`src/rtl/hs_rr_arbiter.sv`:
```
// Four-requester round-robin arbiter and 4-phase req/ack sequencer.
// Picks a winner, latches its byte, runs req-up / ack-up / req-down / ack-down
// against the slave, then pulses done (or err on an ack timeout) back to it.
module hs_rr_arbiter #(
    parameter int DW      = 8,
    parameter int TIMEOUT = 16
) (
    input  logic            clk,
    input  logic            rst,
    input  logic [3:0]      src_valid,
    input  logic [4*DW-1:0] src_data,
    output logic [3:0]      src_done,
    output logic [3:0]      src_err,
    output logic            req_out,
    output logic [DW-1:0]   data_out,
    input  logic            ack_in,
    output logic [1:0]      grant_id,
    output logic            busy,
    output logic [15:0]     xfer_count
);

    typedef enum logic [1:0] {
        IDLE = 2'd0,
        REQ  = 2'd1,
        DROP = 2'd2,
        FIN  = 2'd3
    } state_t;

    localparam logic [7:0] TIMEOUT_CNT = 8'(TIMEOUT);

    state_t          state_q, state_d;
    logic [1:0]      grant_q, grant_d;
    logic [1:0]      last_grant_q, last_grant_d;
    logic [DW-1:0]   data_q, data_d;
    logic [7:0]      cnt_q, cnt_d;
    logic            err_q, err_d;
    logic [15:0]     xfer_q, xfer_d;

    logic [DW-1:0]   src_bytes [4];
    logic            pick_found;
    logic [1:0]      pick_idx;
    logic [1:0]      cand;

    // Split the packed requester bus into one byte per requester.
    always_comb begin
        for (int i = 0; i < 4; i++) begin
            src_bytes[i] = src_data[i*DW +: DW];
        end
    end

    // Round-robin search: first valid requester above the one served last.
    always_comb begin
        pick_found = 1'b0;
        pick_idx   = last_grant_q;
        cand       = '0;
        for (int k = 1; k <= 4; k++) begin
            cand = last_grant_q + 2'(k);
            if (!pick_found && src_valid[cand]) begin
                pick_found = 1'b1;
                pick_idx   = cand;
            end
        end
    end

    // State register and datapath registers; reset abandons any transfer.
    always_ff @(posedge clk) begin
        if (rst) begin
            state_q      <= IDLE;
            grant_q      <= 2'd0;
            last_grant_q <= 2'd3;
            data_q       <= '0;
            cnt_q        <= '0;
            err_q        <= 1'b0;
            xfer_q       <= '0;
        end else begin
            state_q      <= state_d;
            grant_q      <= grant_d;
            last_grant_q <= last_grant_d;
            data_q       <= data_d;
            cnt_q        <= cnt_d;
            err_q        <= err_d;
            xfer_q       <= xfer_d;
        end
    end

    // Next-state logic; ack wins over the timeout in the same REQ cycle.
    always_comb begin
        state_d      = state_q;
        grant_d      = grant_q;
        last_grant_d = last_grant_q;
        data_d       = data_q;
        cnt_d        = cnt_q;
        err_d        = err_q;
        xfer_d       = xfer_q;
        case (state_q)
            IDLE: begin
                if (pick_found) begin
                    grant_d = pick_idx;
                    data_d  = src_bytes[pick_idx];
                    cnt_d   = '0;
                    err_d   = 1'b0;
                    state_d = REQ;
                end
            end
            REQ: begin
                cnt_d = cnt_q + 8'd1;
                if (ack_in) begin
                    state_d = DROP;
                end else if (cnt_q + 8'd1 == TIMEOUT_CNT) begin
                    err_d   = 1'b1;
                    state_d = DROP;
                end
            end
            DROP: begin
                if (!ack_in) begin
                    state_d = FIN;
                end
            end
            FIN: begin
                last_grant_d = grant_q;
                if (!err_q) begin
                    xfer_d = xfer_q + 16'd1;
                end
                state_d = IDLE;
            end
            default: state_d = IDLE;
        endcase
    end

    // Completion pulses are decoded from FIN plus the registered grant/error.
    always_comb begin
        src_done = '0;
        src_err  = '0;
        if (state_q == FIN) begin
            if (err_q) begin
                src_err[grant_q] = 1'b1;
            end else begin
                src_done[grant_q] = 1'b1;
            end
        end
    end

    assign req_out    = (state_q == REQ);
    assign busy       = (state_q != IDLE);
    assign grant_id   = grant_q;
    assign data_out   = data_q;
    assign xfer_count = xfer_q;

endmodule

```
`config.mk`:
```
export PLATFORM = sky130hd
export DESIGN_NAME = hs_rr_arbiter
export DESIGN_NICKNAME = d
export VERILOG_FILES = /design/src/rtl/hs_rr_arbiter.sv
export SDC_FILE = /design/constraint.sdc
export NUM_CORES = 1
export LEC_CHECK = 0
export BUFFER_PORTS_ARGS = -buffer_cell sky130_fd_sc_hd__buf_2
export CAP_MARGIN = 25
export CORE_UTILIZATION = 40
export DETAILED_ROUTE_END_ITERATION = 16
export PLACE_DENSITY_LB_ADDON = 0.1
export SYNTH_ARGS = -nofsm -noshare
export SYNTH_HDL_FRONTEND = slang
export SYNTH_SLANG_ARGS = --single-unit
```
`constraint.sdc`:
```
create_clock -name clk -period 3.1 [get_ports clk]
set_clock_uncertainty 0.15 [all_clocks]
set_input_delay 0.31 -clock clk [delete_from_list [all_inputs] [get_ports clk]]
set_output_delay 0.31 -clock clk [all_outputs]
set_load 0.005 [all_outputs]
```
After elaboration in Yosys (flattened, before gate mapping) --
Index checks and enable logic that the tools add are counted.
Operators by class: reduce and logical (&&, ||, !) cells 15, equality and inequality tests 9, multiplexer cells 36, bitwise logic cells 2, add/subtract/negate cells 5, order comparisons 7
Operator list (count):
- $mux 8 | 3
- $add 16x1->16 const B | 1
- $bmux 8 s2 | 1
- $mux 2 | 8
- $mux 4 | 4
- $pmux 8 s2 | 1
- $lt 2x3->1 const B | 5
- $mux 1 | 12
- $add 8x1->8 const B | 1
- $bmux 1 s2 | 4
- $eq 8x5->1 const B | 1
- $pmux 2 s4 | 1
- $ne 2x2->1 const B | 3
- $reduce_and 2->1 | 3
- $add 2x2->2 const B | 2
- $eq 2x2->1 const B | 2
- $logic_and 1x1->1 | 4
- $reduce_and 4->1 | 1
- $reduce_bool 2->1 | 2
- $ge 3x3->1 const B | 1
- $logic_not 1->1 | 3
- $ne 3x1->1 const B | 1
- $not 2->3 | 1
- $reduce_and 3->1 | 1
- 8 further kinds | 8
Storage, ports and cells: output and inout bits 36, register bits after elaboration 39, word-level logic and storage cells 81

Depth between registers and ports, before layout --
Gate-level depths: netlist of run 1.
depth after elaboration 17, gate-level depth with buffers 8, mapped depth without buffers 7

Worst setup path after synthesis of run 1 --
No wires, ideal clock.
path kind register -> register, start point register state_q[0], end point register data_q[1], in the netlist data_out[1], setup slack 1.220 ns, setup time 0.122 ns, data required time 2.828 ns, stages on the path, launching flop included 8, arrival 1.608 ns, cells stage by stage dfxtp_1 inv_1 ha_1 inv_1 nor2_1 nor2_2 and2_1 a311o_1
Between the ends: longest elaborated chain between the ends 2
Ends and longest elaborated chain:
- start, declared | RTL line 31 | state_t state_q, state_d;
- start signal, assigned | RTL line 76 | state_q <= state_d;
- $logic_not 2->1 | RTL line 95 | case (state_q)
- $reduce_and 2->1 (no source line)
- end signal, assigned | RTL line 79 | data_q <= data_d;
- end, declared | RTL line 34 | logic [DW-1:0] data_q, data_d;
No other way between the ends. A chain may end at the register's enable or synchronous reset.

Worst setup path after layout of run 1 --
start point register state_q[0], end point output src_done[1]
Between the ends: longest elaborated chain between the ends 2
Ends and longest elaborated chain:
- $eq 2x2->1 | RTL line 134 | if (state_q == FIN) begin
- $mux 4 | RTL line 134
- end, declared | RTL line 12 | output logic [3:0] src_done,
No other way between the ends.

==> results of run 1 <==
==> metal layers <==
metal | global-route usage | vias to the layer above
met2 | 0.289 | 61
met1 | 0.230 | 871
met3 | 0.0410 | 6
met5 | 0 | -
li1 | - | 1042
met4 | 0.0556 | 0
==> stage by stage <==
step	total power [uW]	worst slack, ns
floorplan	1020	1.22
global placement	1180	0.945
detailed placement	1180	0.899
CTS	1690	0.866
global route	1780	0.683
finish	1670	0.911
==> power by group through the flow <==
stage / clock (uW) / sequential (uW) / combinational, uW
final: 500 / 658 / 508
after global placement: 0 / 668 / 511
after CTS: 515 / 659 / 516
after global routing: 526 / 674 / 577
after floorplan: 0 / 650 / 367
after detailed placement: 0 / 668 / 514
==> flip-flops by register name (all words and copies together), names as in the netlist <==
name	cells
cnt_q	8
data_out	8
err_q	1
grant_id	2
last_grant_q	2
state_q	2
xfer_count	16
==> cells in the mapped netlist, drive strengths merged (2+ instances only) <==
library cell,n,share of area
nand3,8,0.019
xnor2,7,0.028
and2,2,0.0058
o21a,2,0.0070
o21ai,12,0.028
or3b,3,0.012
nand2b,5,0.015
inv,10,0.017
dfxtp,39,0.36
clkbuf,4,0.0070
ha,7,0.041
nand4,4,0.019
nor4,4,0.015
o221ai,7,0.028
nand2,30,0.052
mux2i,20,0.099
or3,6,0.017
a21oi,13,0.030
and3,3,0.0087
nor3,9,0.021
nor2b,5,0.015
and2b,3,0.010
xor2,6,0.024
nor2,29,0.052
buf,3,0.014
==> area by class of cell <==
| class | instances | area [sq um] | share of cell area |
|---|---|---|---|
| multi-input combinational | 197 | 1290 | 0.476 |
| sequential | 39 | 781 | 0.289 |
| timing repair buffer | 75 | 378 | 0.140 |
| tap | 70 | 87.6 | 0.0324 |
| clock buffer | 6 | 72.6 | 0.0268 |
| clock inverter | 2 | 60.1 | 0.0222 |
| inverter | 10 | 37.5 | 0.0139 |
==> worst max-delay path, cell delays in order (launching register included) <==
cell,delay (ns)
dfxtp_1,0.40
ha_1,0.33
nor2b_1,0.41
nand2_1,0.09
nor2_1,0.09
buf_2,0.12
==> cells by family (layout without fill, tap and decap cells) <==
group	count (synthesis)	in the layout
and+or+nand+nor	115	115
AOI/OAI and AO/OA	41	41
muxes	21	21
adders and majority gates	7	7
DFF	39	39
buffers and inverters	17	93
xor gates and xnor gates	13	13
==> worst max-delay path by stage <==
stage,end,cells after the start
6_report,src_done[1],5
5_1_grt,src_done[1],5
4_1_cts,src_done[1],5
3_5_place_dp,cnt_q[6]$_SDFFE_PP0P_,6
3_3_place_gp,cnt_q[6]$_SDFFE_PP0P_,6
2_1_floorplan,data_out[1]$_SDFFE_PP0P_,7
==> flow_metrics.py, run 1 <==
metrics = {
    "sta": {
        "tightest_slew_ns": 0.643,
        "period_needed_ns": 2.19,
        "slew_violations": 0,
        "period_share": 0.706,
        "slew_headroom": 0.569,
        "hold_ws_ns": 0.174,
        "rsz0062_at_grt": "no",
        "hold_viol": 0,
        "max_freq_mhz": 457,
        "setup_violations": 0,
        "tns_ns": 0,
    },
    "setup_path": {
        "r2r_slack_ns": 1.01,
        "crit_type": "flop to primary output",
        "r2r.worst_path.cells": 7,
        "cp-end-kind": "primary output",
        "crit_required_ns": 2.64,
        "crit_start": "state_q[0]$_SDFFE_PP0P_",
        "arrival_ns": 1.73,
        "r2r_end": "data_out[1]$_SDFFE_PP0P_",
        "reg2reg_from": "state_q[0]$_SDFFE_PP0P_",
        "start_kind": "flop",
        "path_max_fanout": 8,
    },
    "die": {
        "boundaryPins": 75,
        "rows": 26,
        "initial_utilization": 0.419,
        "dieArea_sq_mm": 0.00568,
        "die_h_um": 75.4,
        "coreArea_sq_mm": 0.00514,
        "die_x_um": 75.4,
    },
    "detailed_routing": {
        "dr.first_iter.drc_count": 52,
        "wl_mm": 4.75,
        "vias_per_cell": 4.96,
        "vias": 1980,
        "top_layer": "met4",
        "ant_nets": 0,
        "drcViolationCount": 0,
        "dr.pass1.iters": 4,
        "wl_met2_mm": 2.07,
        "wl_met3_um": 233,
        "m1WireLength_mm": 2.38,
        "routedWlPerCell_um": 11.9,
    },
    "cts": {
        "cts-buffers-inserted": 5,
        "htreeDepth": 2,
        "clock_latency_ns": 0.29,
        "cts.sinks": 39,
        "clockBufferDepth": 2,
        "cts_setup_buffers": 0,
        "hold_buffers": 0,
        "cts_tree": "yes",
        "clk_pin_slew_ns": 0.08,
        "cts_root_buffer": "clkbuf_8",
        "cts_resized": 0,
    },
    "layout": {
        "finalInstanceArea_sq_mm": 0.00271,
        "final_cells": 399,
        "layout_common_cells": "74 x buf_2, 39 x dfxtp_1, 30 x nand2_1, 28 x nor2_1, 19 x mux2i_1",
        "fin_util": 0.526,
        "drive_gt1_frac": 0.280,
        "nets": 374,
        "n_antenna_cell": 0,
        "final_common_cell": "buf_2",
        "area_delta_synth_final_pct": 25.7,
        "fillers": 540,
    },
    "yosys": {
        "yosys.area_share.simple": 0.278,
        "yosysUniqueCellTypes": 43,
        "synth_fa_ha_area_frac": 0.0407,
        "async_flop_share": 0,
        "yosys.area_share.xor_xnor": 0.0529,
        "synth.avg_cell_area_sq_um": 8.51,
        "netlist_area_sq_mm": 0.00215,
        "synth-compound-area-share": 0.122,
        "ys_seq_elements": 39,
        "yosys_warnings": 0,
        "synth_edf_count": 0,
        "synthCells": 253,
        "ys.flop_type": "dfxtp_1",
        "synth_fp_nets": 299,
        "synth_top_family_by_area": "simple AND/OR/NAND/NOR gates",
        "seq_area_frac_synth": 0.363,
        "synthMuxAreaShare": 0.106,
    },
    "power_and_ir_drop": {
        "switchingPower_uw": 529,
        "combPwrFrac": 0.305,
        "p_sw_frac": 0.318,
        "p_leak_uw": 0.00125,
        "power_density_mw_per_mm2": 616,
        "p_int_uw": 1140,
        "ir_drop_uv": 349,
        "clkPwrFrac": 0.300,
        "power_frac_seq": 0.395,
    },
    "place": {
        "dp.cells": 391,
        "placed_area_sq_mm": 0.00257,
        "io_buffer_count": 74,
        "dp.final_hpwl_mm": 3.60,
        "place_congestion": 0.746,
    },
    "job": {
        "maxCapViolCount": 0,
    },
    "global_route": {
        "grt_pass1_wl_mm": 7.64,
        "grt-ovfl-total": 0,
        "antenna_found_initial": 0,
        "grt_pass1_vias": 1731,
        "grt_max_degree": 34,
        "grt_usage": 0.176,
    },
    "worst_hold_path": {
        "min_from": "src_data[15]",
        "hold_path.class": "input port to flop",
        "hold_path_depth": 3,
        "min_to": "data_out[7]$_SDFFE_PP0P_",
    },
    "status": {
        "status": "finished clean",
    },
}
(Power assumes the default switching activity.)
==> run 2: changes to the inputs <==
- ABC_AREA: default -> 1
- clock period: 3.1 -> 1.96 ns (I/O delays scaled with it)
==> run 2 against run 1 <==
Compared with the run above: synthesized cell count rose by 48%; die area rose by 12%; sequential power rose by 63%; first-iteration DRC count rose to 3.8 times the previous value; cell count rose by 39%; total power rose by 130%; final area rose by 26%; critical path type is now flop to flop; critical endpoint is now xfer_count[15]$_SDFFE_PP0P_; largest cell class unchanged; highest routed layer unchanged.
==> flow_metrics.py, run 2 <==
metrics = {
    "status": {
        "status": "finished clean",
    },
    "layout": {
        "layout_common_cells": "81 x nand2_1, 74 x buf_2, 45 x nand3_1, 37 x inv_1, 33 x dfxtp_1",
        "n_antenna_cell": 0,
        "area_delta_synth_final_pct": 40.4,
        "drive_gt1_frac": 0.358,
        "largest_reg_flops": 16,
        "fillers": 572,
        "finalInstanceArea_sq_mm": 0.00340,
        "final_common_cell": "nand2_1",
        "nets": 526,
    },
    "yosys": {
        "yosysUniqueCellTypes": 30,
        "netlist_area_sq_mm": 0.00242,
        "yosys_warnings": 0,
        "ys_top_cells_by_area": "dfxtp_1 32%, nand2_1 15%, nand3_1 11%, a21oi_1 6.8%, inv_1 6.0%",
        "synth_edf_count": 0,
        "synth_common_cells": "94 x nand2_1, 51 x nand3_1, 39 x dfxtp_1, 39 x inv_1, 34 x nor2_1",
        "synthCells": 374,
        "synth.top_cell.area_share": 0.323,
        "async_flop_share": 0,
        "synth_fp_nets": 420,
        "seq_area_frac_synth": 0.323,
        "ys_seq_elements": 39,
        "synth_top_cell_by_area": "dfxtp_1",
        "yosysMostFrequentCell": "nand2_1",
        "ys.flop_type": "dfxtp_1",
        "synth.avg_cell_area_sq_um": 6.47,
    },
    "setup_path": {
        "crit_end": "xfer_count[15]$_SDFFE_PP0P_",
        "start_kind": "flop",
        "cpMaxStageDelayCell": "dfxtp_2",
        "slowest_delay_ns": 0.36,
        "reg2reg_from": "state_q[0]$_SDFFE_PP0P_",
        "arrival_ns": 1.96,
        "cp-end-kind": "flop",
        "path_max_fanout": 4,
        "crit_start": "state_q[0]$_SDFFE_PP0P_",
        "crit_required_ns": 1.97,
        "r2r_end": "xfer_count[15]$_SDFFE_PP0P_",
        "cp_top_family": "simple AND/OR/NAND/NOR gates",
        "crit_cells": 12,
        "worst-path-buf-inv": 1,
        "r2r.worst_path.cells": 12,
        "r2r_slack_ns": 0.01,
        "path_cells": "ha_4, inv_2, nor2_4, nand2_2, nor2_4, nand2_2, nor3_4, nand3_4, nor2_4, nand2_2, xor2_1, nor2_1",
        "crit_type": "flop to flop",
    },
    "sta": {
        "slew_headroom": 0.678,
        "period_needed_ns": 1.95,
        "fin_ws_ns": 0.0102,
        "setup_violations": 0,
        "max_freq_mhz": 513,
        "period_share": 0.995,
        "rsz0062_at_grt": "yes",
        "hold_viol": 0,
        "slew_violations": 0,
        "tightest_slew_ns": 0.482,
    },
    "power_and_ir_drop": {
        "power_density_mw_per_mm2": 1140,
        "ir_drop_uv": 654,
        "p_leak_uw": 0.00165,
    },
    "cts": {
        "cts-buffers-inserted": 5,
        "clk_pin_slew_ns": 0.08,
        "clockBufferDepth": 2,
        "cts_tree": "yes",
        "cts.sinks": 39,
        "cts_root_buffer": "clkbuf_8",
        "hold_buffers": 0,
        "htreeDepth": 2,
        "clock_latency_ns": 0.29,
    },
    "place": {
        "dp.final_hpwl_mm": 4.61,
        "placed_area_sq_mm": 0.00299,
        "place_congestion": 0.825,
        "place_ws_ns": -0.0224,
        "io_buffer_count": 74,
    },
    "detailed_routing": {
        "routedWlPerCell_um": 12.1,
        "ant_nets": 0,
        "drcViolationCount": 0,
        "vias_per_cell": 5.05,
        "dr.first_iter.drc_count": 200,
        "vias": 2793,
        "wl_mm": 6.68,
        "dr.pass1.iters": 5,
    },
    "global_route": {
        "grt_pass1_vias": 2507,
        "use_met1": 0.284,
        "antenna_found_initial": 0,
        "grt_usage": 0.210,
        "gr-usage-met3": 0.0343,
        "grt_max_degree": 25,
        "grt-busiest-layer": "met2",
        "grt-ovfl-total": 0,
        "grt_util_met2": 0.347,
        "grt_pass1_wl_mm": 10.7,
    },
    "die": {
        "rows": 27,
        "die_x_um": 79.8,
        "boundaryPins": 75,
        "die_h_um": 79.8,
        "initial_utilization": 0.426,
        "coreArea_sq_mm": 0.00568,
        "dieArea_sq_mm": 0.00636,
    },
    "worst_hold_path": {
        "hold_path.class": "input port to flop",
        "hold_path_depth": 4,
        "min_from": "ack_in",
    },
    "job": {
        "maxCapViolCount": 0,
    },
}
[run 2: cell types whose count changed after synthesis, moves of 6 or more]
cell	before	now
a21oi_1	13	33
o21ai_0	9	18
nor2_1	28	34
nand2_2	0	9
or3_1	6	0
inv_1	10	39
nand3_1	8	51
mux2i_1	19	0
nand3b_1	0	7
nand2_1	30	94
o221ai_1	7	0
[run 2: layout make-up]
| class | instances | area, sq um | share of cell area |
|---|---|---|---|
| repair buffers | 106 | 669 | 0.197 |
| clock inverters | 3 | 15.0 | 0.00442 |
| inverters | 45 | 184 | 0.0541 |
| clock buffers | 5 | 68.8 | 0.0203 |
| flip-flops and latches | 39 | 791 | 0.233 |
| well taps | 72 | 90.1 | 0.0265 |
| multi-input cells | 283 | 1580 | 0.465 |
[run 2: cells by family (layout without fill, tap and decap cells)]
family	after synthesis	after routing	synth area share
compound gates	56	56	0.120
xor+xnor	8	8	0.0290
fa+ha+maj	7	7	0.0362
buf+inv	53	159	0.0926
flops	39	39	0.323
simple gates	211	212	0.399
[run 2: worst min path at each step]
stage / to / slack, ns
final: err_q$_SDFFE_PP0P_ / 0.13
after global routing: err_q$_SDFFE_PP0P_ / 0.17
after CTS: err_q$_SDFFE_PP0P_ / 0.13
after detailed placement: data_out[6]$_SDFFE_PP0P_ / 0.30
after global placement: data_out[0]$_SDFFE_PP0P_ / 0.30
after floorplan: last_grant_q[1]$_SDFFE_PP1P_ / 0.15
[run 2: worst register-to-register path: stages (launching register included)]
cell     delay (ns)
dfxtp_2        0.36
ha_4           0.14
inv_2          0.04
nor2_4         0.12
nand2_2        0.09
nor2_4         0.14
nand2_2        0.09
nor3_4         0.19
nand3_4        0.14
nor2_4         0.13
nand2_2        0.06
xor2_1         0.13
nor2_1         0.05
[run 2: timing repair]
item | in CTS | in global routing
setup buffers | 3 | 11
pin swaps | 5 | 16
setup endpoints to repair | 2 | 30
gates cloned | 0 | 2
resized for setup | 8 | 51
[run 2: power breakdown]
group	total, uW	switching, uW	internal [uW]
logic	2290	1300	984
clock network	525	281	244
registers	1070	128	946
total	3880	1710	2170
[run 2: per-stage QoR]
| stage | hold WS, ns | TNS [ns] | utilization | cells | total power (uW) |
|---|---|---|---|---|---|
| after floorplan | 0.146 | 0 | - | 374 | 2350 |
| after global placement | 0.300 | 0 | 0.527 | 529 | 2990 |
| after detailed placement | 0.303 | -0.0437 | 0.527 | 529 | 3020 |
| after CTS | 0.133 | 0 | 0.551 | 540 | 3580 |
| after global routing | 0.175 | -0.418 | 0.599 | 553 | 4240 |
| final | 0.134 | 0 | 0.599 | 553 | 3880 |
[run 2: per-layer routing]
metal / part of all wire / routed length (um)
met5: 0 / 0
met4: 0.011 / 76
met3: 0.050 / 331
met2: 0.46 / 3080
met1: 0.48 / 3200
